===== src/rtl/hazard3_ahb_excl_monitor.sv =====
// Global AHB5 exclusive monitor: one reservation per hart, hexokay generation, failed-SC suppression.
// Latency: address path is combinational (zero added latency); reservations update at data-phase end.
// Backpressure: s_hready follows m_hready, except a locally completed failed SC which is always ready.
module hazard3_ahb_excl_monitor #(
  parameter int W_ADDR  = 32,
  parameter int W_DATA  = 32,
  parameter int N_HARTS = 2
) (
  input  logic              clk,
  input  logic              rst,
  // upstream (from the hart interconnect)
  input  logic [W_ADDR-1:0] s_haddr,
  input  logic              s_hwrite,
  input  logic [1:0]        s_htrans,
  input  logic [2:0]        s_hsize,
  input  logic [7:0]        s_hmaster,
  input  logic              s_hexcl,
  input  logic [W_DATA-1:0] s_hwdata,
  output logic              s_hready,
  output logic              s_hresp,
  output logic              s_hexokay,
  output logic [W_DATA-1:0] s_hrdata,
  // downstream (towards the shared memory)
  output logic [W_ADDR-1:0] m_haddr,
  output logic              m_hwrite,
  output logic [1:0]        m_htrans,
  output logic [2:0]        m_hsize,
  output logic [W_DATA-1:0] m_hwdata,
  input  logic              m_hready,
  input  logic              m_hresp,
  input  logic [W_DATA-1:0] m_hrdata
);

  localparam int         W_HART      = (N_HARTS > 1) ? $clog2(N_HARTS) : 1;
  localparam int         W_WORD      = W_ADDR - 2;
  localparam logic [7:0] N_HARTS_ID  = 8'(N_HARTS);
  localparam logic [1:0] HTRANS_IDLE = 2'b00;

  // Data-phase register: describes the transfer whose data phase is in progress.
  logic              dp_active_q, dp_active_d;
  logic              dp_excl_q,   dp_excl_d;
  logic              dp_write_q,  dp_write_d;
  logic              dp_fail_q,   dp_fail_d;
  logic [W_HART-1:0] dp_hart_q,   dp_hart_d;
  logic [W_WORD-1:0] dp_word_q,   dp_word_d;

  // Reservation slots, one per hart, at word granularity.
  logic [N_HARTS-1:0]             res_vld_q,  res_vld_d;
  logic [N_HARTS-1:0][W_WORD-1:0] res_addr_q, res_addr_d;

  // Address-phase decode.
  logic              addr_excl;
  logic [W_HART-1:0] addr_hart;
  logic [W_WORD-1:0] addr_word;
  logic              addr_sc_pass;
  logic              addr_fail;

  // Data-phase status.
  logic dp_local;
  logic dp_done;

  // Only harts can hold reservations; the debugger (and any other master) is plain.
  assign addr_excl = s_hexcl && (s_hmaster < N_HARTS_ID);
  assign addr_hart = s_hmaster[W_HART-1:0];
  assign addr_word = s_haddr[W_ADDR-1:2];

  // A failed SC is served by this block itself: always ready, never an error.
  assign dp_local = dp_active_q && dp_fail_q;
  assign dp_done  = dp_active_q && s_hready;

  assign s_hready  = dp_local ? 1'b1 : m_hready;
  assign s_hresp   = dp_local ? 1'b0 : m_hresp;
  assign s_hrdata  = m_hrdata;
  // Exclusive success needs a forwarded exclusive transfer completing with OKAY.
  assign s_hexokay = dp_active_q && dp_excl_q && !dp_fail_q && m_hready && !m_hresp;

  // Reservation next state: applied only at the edge that ends a data phase.
  always_comb begin
    res_vld_d  = res_vld_q;
    res_addr_d = res_addr_q;
    if (dp_done) begin
      if (dp_fail_q) begin
        res_vld_d[dp_hart_q] = 1'b0;
      end else if (dp_excl_q && !dp_write_q) begin
        if (!m_hresp) begin
          res_vld_d[dp_hart_q]  = 1'b1;
          res_addr_d[dp_hart_q] = dp_word_q;
        end else begin
          res_vld_d[dp_hart_q] = 1'b0;
        end
      end else if (dp_write_q && !m_hresp) begin
        // Any successful store (plain or SC) kills every reservation on that word.
        for (int i = 0; i < N_HARTS; i++) begin
          if (res_addr_q[i] == dp_word_q) begin
            res_vld_d[i] = 1'b0;
          end
        end
      end
    end
  end

  // The SC check looks at the post-update reservations so a store finishing this cycle wins.
  assign addr_sc_pass = res_vld_d[addr_hart] && (res_addr_d[addr_hart] == addr_word);
  assign addr_fail    = s_htrans[1] && addr_excl && s_hwrite && !addr_sc_pass;

  assign m_haddr  = s_haddr;
  assign m_hwrite = s_hwrite;
  assign m_hsize  = s_hsize;
  assign m_hwdata = s_hwdata;
  assign m_htrans = addr_fail ? HTRANS_IDLE : s_htrans;

  // Data-phase capture: loads on every upstream-ready cycle, holds through wait states.
  always_comb begin
    dp_active_d = dp_active_q;
    dp_excl_d   = dp_excl_q;
    dp_write_d  = dp_write_q;
    dp_fail_d   = dp_fail_q;
    dp_hart_d   = dp_hart_q;
    dp_word_d   = dp_word_q;
    if (s_hready) begin
      dp_active_d = s_htrans[1];
      dp_excl_d   = addr_excl;
      dp_write_d  = s_hwrite;
      dp_fail_d   = addr_fail;
      dp_hart_d   = addr_hart;
      dp_word_d   = addr_word;
    end
  end

  // Data-phase register state.
  always_ff @(posedge clk or posedge rst) begin
    if (rst) begin
      dp_active_q <= 1'b0;
      dp_excl_q   <= 1'b0;
      dp_write_q  <= 1'b0;
      dp_fail_q   <= 1'b0;
      dp_hart_q   <= '0;
      dp_word_q   <= '0;
    end else begin
      dp_active_q <= dp_active_d;
      dp_excl_q   <= dp_excl_d;
      dp_write_q  <= dp_write_d;
      dp_fail_q   <= dp_fail_d;
      dp_hart_q   <= dp_hart_d;
      dp_word_q   <= dp_word_d;
    end
  end

  // Reservation slot state; reset drops every reservation.
  always_ff @(posedge clk or posedge rst) begin
    if (rst) begin
      res_vld_q  <= '0;
      res_addr_q <= '0;
    end else begin
      res_vld_q  <= res_vld_d;
      res_addr_q <= res_addr_d;
    end
  end

`ifndef SYNTHESIS
  // A local SC failure must look like a clean single-cycle OKAY without exclusive success.
  a_local_clean: assert property (@(posedge clk) disable iff (rst)
    dp_local |-> (s_hready && !s_hresp && !s_hexokay));
  // Exclusive-okay is only meaningful in the last cycle of a data phase.
  a_exokay_dp: assert property (@(posedge clk) disable iff (rst)
    s_hexokay |-> (dp_active_q && s_hready));
`endif

endmodule


===== config.mk =====
export PLATFORM = sky130hd
export DESIGN_NAME = hazard3_ahb_excl_monitor
export DESIGN_NICKNAME = d
export VERILOG_FILES = /design/src/rtl/hazard3_ahb_excl_monitor.sv
export SDC_FILE = /design/constraint.sdc
export NUM_CORES = 1
export LEC_CHECK = 0
export CAP_MARGIN = 5
export CORE_ASPECT_RATIO = 1.2
export CORE_MARGIN = 10
export CORE_UTILIZATION = 43
export CTS_CLUSTER_DIAMETER = 120
export DETAILED_ROUTE_END_ITERATION = 10
export PLACE_DENSITY_LB_ADDON = 0.2
export SYNTH_ARGS = -nofsm -noshare
export SYNTH_HDL_FRONTEND = slang
export SYNTH_SLANG_ARGS = --single-unit
export TNS_END_PERCENT = 5

===== constraint.sdc =====
create_clock -name clk -period 2.9 [get_ports clk]
set_input_delay 0.29 -clock clk [delete_from_list [all_inputs] [get_ports clk]]
set_output_delay 0.29 -clock clk [all_outputs]
set_load 0.02 [all_outputs]

# Word-level counts from Yosys, hierarchy flattened
# Cells that the tools add are included.
# Widths: inputs -> output; s select.
# word_totals
regBits,97
word_cells,60
# classes
reduce_logical,18
eq_ne,3
bitwise,3
n_lt_le_gt_ge,4
mux,23
# ops
operator,n
$mux 60,4
$eq 30x30->1,3
$mux 30,3
$bwmux 60,1
$demux 30 s1,1
$logic_and 1x1->1,14
$mux 2,6
$lt 8x2->1 const B,1
$mux 1,7
$logic_not 1->1,4
$lt 1x2->1 const B,2
$and 2x2->2,1
$not 2->2,1
$or 2x2->2,1
$demux 1 s1,1
$ge 1x1->1 const B,1

# Depth between registers and ports, before layout
# logic_depth
word_depth,16
ltp_mapped,11
depth_no_buf,8

# Least setup slack after synthesis
# OpenSTA, ideal clock, no wires.
# synth_timing
kind,register to output
start,reg dp_fail_q
end,out m_htrans[0]
required_time_ns,2.610
t_arrival_ns,2.479
path_stages_with_launch,12
path_buffers,3
setup_slack_ns,0.131
path_cell_list,dfrtp_1 buf_6 nand4bb_4 buf_6 buf_2 o211ai_1 nand4_1 a21o_1 a2111oi_2 nand4_1 o41ai_2 and2_1
# synth_via
elab_chain_len,11
elab_cells_between_ends,16
cone_classes,1 x eq/ne; 10 x mux; 5 x reduce/logical
# synth_lines
item,line_no,source
"start, declared",43,"logic dp_fail_q, dp_fail_d;"
"start signal, assigned",143,dp_fail_q <= dp_fail_d;
$logic_and 1x1->1,68,assign dp_local = dp_active_q && dp_fail_q;
$mux 1,71,assign s_hready = dp_local ? 1'b1 : m_hready;
$logic_and 1x1->1,69,assign dp_done = dp_active_q && s_hready;
$mux 60,81,if (dp_done) begin
$mux 30 (implied by the code) (2 in series),103,assign addr_sc_pass = res_vld_d[addr_hart] && (res_addr_d[addr_hart] == addr_word);
$eq 30x30->1,103,
$logic_and 1x1->1 (*),103,
$logic_not 1->1 (*),104,assign addr_fail = s_htrans[1] && addr_excl && s_hwrite && !addr_sc_pass;
$logic_and 1x1->1 (*),104,
$mux 2 (*),110,assign m_htrans = addr_fail ? HTRANS_IDLE : s_htrans;
"end, declared",26,"output logic [1:0] m_htrans,"
# Mark *: on every way between the ends. The rest lies on a longest branch, timed or not. The select of a mux whose other input is x is not followed.

# Worst setup path after layout
# layout_timing
start,reg dp_fail_q
end,out m_htrans[1]
# Same word-level chain as after synthesis.

==> run summary <==
The run finished, with violations left. The checks that failed: setup timing. The number of nets in the layout is 889. The worst-case setup margin in the final layout came out at -0.659 ns. Among the stages of the critical path, the cell type that occurs most often is sky130_fd_sc_hd__buf_6. In this run, distinct cell masters in the synthesized netlist total 58.

Adding up every negative setup slack in the final design gives -1.32 ns. Of the cells placed in the final design, the portion with a size suffix greater than 1 is 37.1%. OpenSTA, run right after detailed placement, puts the worst setup slack at -1.23 ns. Setup repair after global routing could not meet its margin everywhere. For this run, the top clock speed supported by timing is 0.281 GHz. The wire-length estimate of the detail-placed layout is 16100 um. The end of the worst register-to-register path is dp_fail_q.

The startpoint of the lowest-slack register-to-register path is dp_fail_q. The average via count per standard cell is 5.65. The mapped cell area came out at 6840 um^2. In this run the worst setup path begins at dp_fail_q. The routability congestion estimate from global placement came out at 0.915. For this run, the slowest stage of the critical path takes 0.40 ns.

The number of H-tree levels came out at 3. The sequential share of the synthesized area is 35.5%. The routed wire length is 21400 um. The number of buffers added by the clock tree synthesis step is 9.

After clock tree synthesis, the clock-pin slew on the worst setup and hold paths is 0.07 ns. The number of hold violations in the final report is 0. The number of violations of the max-capacitance limit is 0. The maximum number of pins on one net before global-route repair came out at 55. The cts-stage hold buffer count is 0. The most instantiated flip-flop cell in the synthesis netlist is sky130_fd_sc_hd__dfrtp_1. Summed over all cells, the static leakage comes to 3.82 nW. The post-placement cell count came out at 966. The first routing iteration left 393 violations. The area growth from synthesis to final layout is 24.9%. The maximum resistive drop on vdd is 0.000383 V. The total non-filler cell area in the finished layout came out at 8540 um^2.

The non-filler instance count after layout is 986. The initial antenna violation count is 0. In this run the deepest clock path goes through 2 buffers. The row count is 50. The worst hold slack came out at 0.416 ns. The total routing resource utilization after global routing is 19.9%. The max-slew violation count was 0. The area of the core came out at 15600 um^2. The relative slew slack came out at 50.7%. For the worst setup path, the data arrival time is 3.27 ns. The number of cells on the worst reg-to-reg path is 10. The effective utilization at floorplan is 43.7%.

TritonCTS built the clock tree. Leaving out fill and tap cells, the most frequent cells in the layout are 138 x sky130_fd_sc_hd__buf_4, 95 x sky130_fd_sc_hd__dfrtp_1, 89 x sky130_fd_sc_hd__mux2_2, 77 x sky130_fd_sc_hd__clkdlybuf4s50_1, 48 x sky130_fd_sc_hd__xor2_1. For this design, the slowest cell found on the critical path is sky130_fd_sc_hd__dfrtp_1. The final period utilization came out at 123%.

The number of enable flip-flop cells after synthesis is 0. The kind of end point of the critical path is an output port. The clock tree root buffer cell is sky130_fd_sc_hd__clkbuf_16. The worst setup path is of the flop to output port kind. For this design the top-level I/O count stands at 220. The number of antenna cells inserted is 0.

The mean post-synth cell area is 10.0 um^2. For this run, the detailed router's first-pass iteration total came to 7. The via count of the first global-routing pass came out at 5922. The tightest min-delay check is of the input pin to asynchronous set/reset pin type. The shortest clock period the worst path allows after layout came out at 3.56 ns. The height of the die came out at 158 um. The flop-to-flop setup slack is 0.05 ns.

The count of clock tree sinks came out at 97. The final number of setup-violating endpoints is 2. The routed wire length per instance is 21.7 um.

Traced cell by cell, the critical path runs through nand4bb_4 -> buf_6 -> o211a_1 -> a211oi_2 -> xnor2_1 -> a2111oi_4 -> nand4_1 -> o41ai_2 -> buf_4 -> and2_1 -> buf_6. Synthesis inferred 97 register bits. The die outline width is 135 um. Synthesis produced 683 cells.

The detailed router placed 5572 vias in this run. The slew at the pin closest to its max-slew limit is 0.740 ns. The number of antenna-violating nets in the routed design came out at 0. The number of I/O port buffers is 81. The element type at the critical path start is a flop. The first-pass GRT wire length came out at 33200 um. Across the routed clock network, the largest skew measured is 0.00479 ns. The required time of the critical path is 2.61 ns. In the routed design, unresolved DRC markers number 0. For the worst-skew pair, the clock arrives at the later sink with an insertion delay of 0.36 ns. The largest fanout of any net on the critical path came out at 15. The library cell used most frequently in the layout, excluding fill and tap cells, is sky130_fd_sc_hd__buf_4. Yosys printed 0 warnings.

The number of nets handed over by synthesis was 798. The total die area is 21400 um^2. The global-route congestion overflow total is 0. Of all flip-flops after synthesis, the portion carrying an async set or reset was 100%. The total cell area at the placement stage is 8060 um^2.

Power spread over the standard cell area amounts to 402 nW/um^2.
==> synthesized netlist by cell type, types with 2 or more instances <==
master                     count  area share, %
sky130_fd_sc_hd__a41oi_1       3           0.38
sky130_fd_sc_hd__nor2b_1       5           0.46
sky130_fd_sc_hd__nor4_1       18            1.6
sky130_fd_sc_hd__a21o_1        4           0.44
sky130_fd_sc_hd__a21boi_0      2           0.22
sky130_fd_sc_hd__a221o_1       2           0.29
sky130_fd_sc_hd__o22ai_1       2           0.18
sky130_fd_sc_hd__a211oi_1      3           0.33
sky130_fd_sc_hd__o211ai_1     21            2.3
sky130_fd_sc_hd__or2_2         4           0.37
sky130_fd_sc_hd__a31oi_1      10           0.91
sky130_fd_sc_hd__xnor2_1      28            3.6
sky130_fd_sc_hd__or3b_2        2           0.26
sky130_fd_sc_hd__inv_1         6           0.33
sky130_fd_sc_hd__nor2_1       22            1.2
sky130_fd_sc_hd__a41o_1        2           0.29
sky130_fd_sc_hd__nand2_1      25            1.4
sky130_fd_sc_hd__nand4_1      22            2.0
sky130_fd_sc_hd__and3b_1       2           0.26
sky130_fd_sc_hd__a311oi_1      3           0.38
sky130_fd_sc_hd__clkbuf_1     32            1.8
sky130_fd_sc_hd__xor2_1       48            6.1
sky130_fd_sc_hd__buf_6         3           0.49
sky130_fd_sc_hd__nor3_1        7           0.51
sky130_fd_sc_hd__and2_1        3           0.27
sky130_fd_sc_hd__nand3_1       7           0.51
sky130_fd_sc_hd__a21oi_1       9           0.66
sky130_fd_sc_hd__o41ai_1       5           0.64
sky130_fd_sc_hd__a22oi_1       6           0.66
sky130_fd_sc_hd__dfrtp_1      97             35
sky130_fd_sc_hd__o21a_1        2           0.22
sky130_fd_sc_hd__nor4b_1       3           0.38
sky130_fd_sc_hd__o32ai_1       2           0.26
sky130_fd_sc_hd__nand2b_1      9           0.82
sky130_fd_sc_hd__and4_1       11            1.4
sky130_fd_sc_hd__o21ai_0      26            1.9
sky130_fd_sc_hd__buf_4       104             11
sky130_fd_sc_hd__mux2_2       89             15
sky130_fd_sc_hd__o211a_1       4           0.59
sky130_fd_sc_hd__a221oi_1      6           0.77
sky130_fd_sc_hd__buf_2         7           0.51
==> layer usage <==
metal,global-route usage (%),routed length (um),share of wire [%],up-vias
met5,0,0,0,-
met4,9.09,804,3.8,0
met3,4.88,1310,6.1,66
met2,33.9,10700,50,210
met1,22.9,8600,40,2726
li1,-,-,-,2570
==> critical path: cells and delay by family (launching register included) <==
kind                   cells  cell delay (ns)
XOR/XNOR                   1             0.18
AND/OR/NAND/NOR            3             0.63
buffers and inverters      3             0.51
AO/OA/AOI/OAI              4             1.17
flip-flops                 1             0.40
==> flip-flops by register name, summed over array words and instances (netlist names) <==
signal,cells
res_addr_q,60
dp_word_q,30
res_vld_q,2
dp_active_q,1
dp_excl_q,1
dp_fail_q,1
dp_hart_q,1
dp_write_q,1
==> final cells by class <==
type	instances	area, um^2
fill	1432	7100
multi-input combinational	433	3560
sequential	97	2430
timing repair buffer	227	1970
tap	208	260
clock buffer	9	225
clock inverter	6	68.8
inverter	6	25.0
==> power breakdown <==
part	internal [W]	switching [W]	leakage (nW)
combinational	0.000362	0.000365	2.41
clock	0.000669	0.000562	0.135
sequential	0.00140	0.0000711	1.27
total	0.00243	0.000999	3.82
==> how the worst max path moves through the flow <==
stage	to	slack [ns]	depth (start not counted)
finish	m_htrans[1]	-0.66	11
global route	m_htrans[1]	-0.83	12
CTS	m_htrans[1]	-0.74	10
detailed placement	m_htrans[0]	-1.23	11
global placement	m_htrans[1]	-1.13	11
floorplan	dp_active_q	0.08	1
==> through the flow <==
stage               util [%]  power, W
floorplan                  -   0.00199
global placement        51.5   0.00219
detailed placement      51.5   0.00220
CTS                     54.0   0.00344
global route            54.6   0.00357
finish                  54.6   0.00343
==> timing repair <==
item,CTS,global route
gates resized for setup,29,16
buffers inserted,3,2
setup endpoints to repair,3,3
pin swaps,11,8
hold endpoints to repair,0,0
==> kinds of logic after synthesis <==
kind of cell | share of synthesized area [%]
muxes | 14.8
DFF | 35.5
AOI/OAI and AO/OA | 12.7
and+or+nand+nor | 12.7
buffers and inverters | 14.6
xor gates and xnor gates | 9.73
No activity file was read; power rests on OpenSTA's default activity.
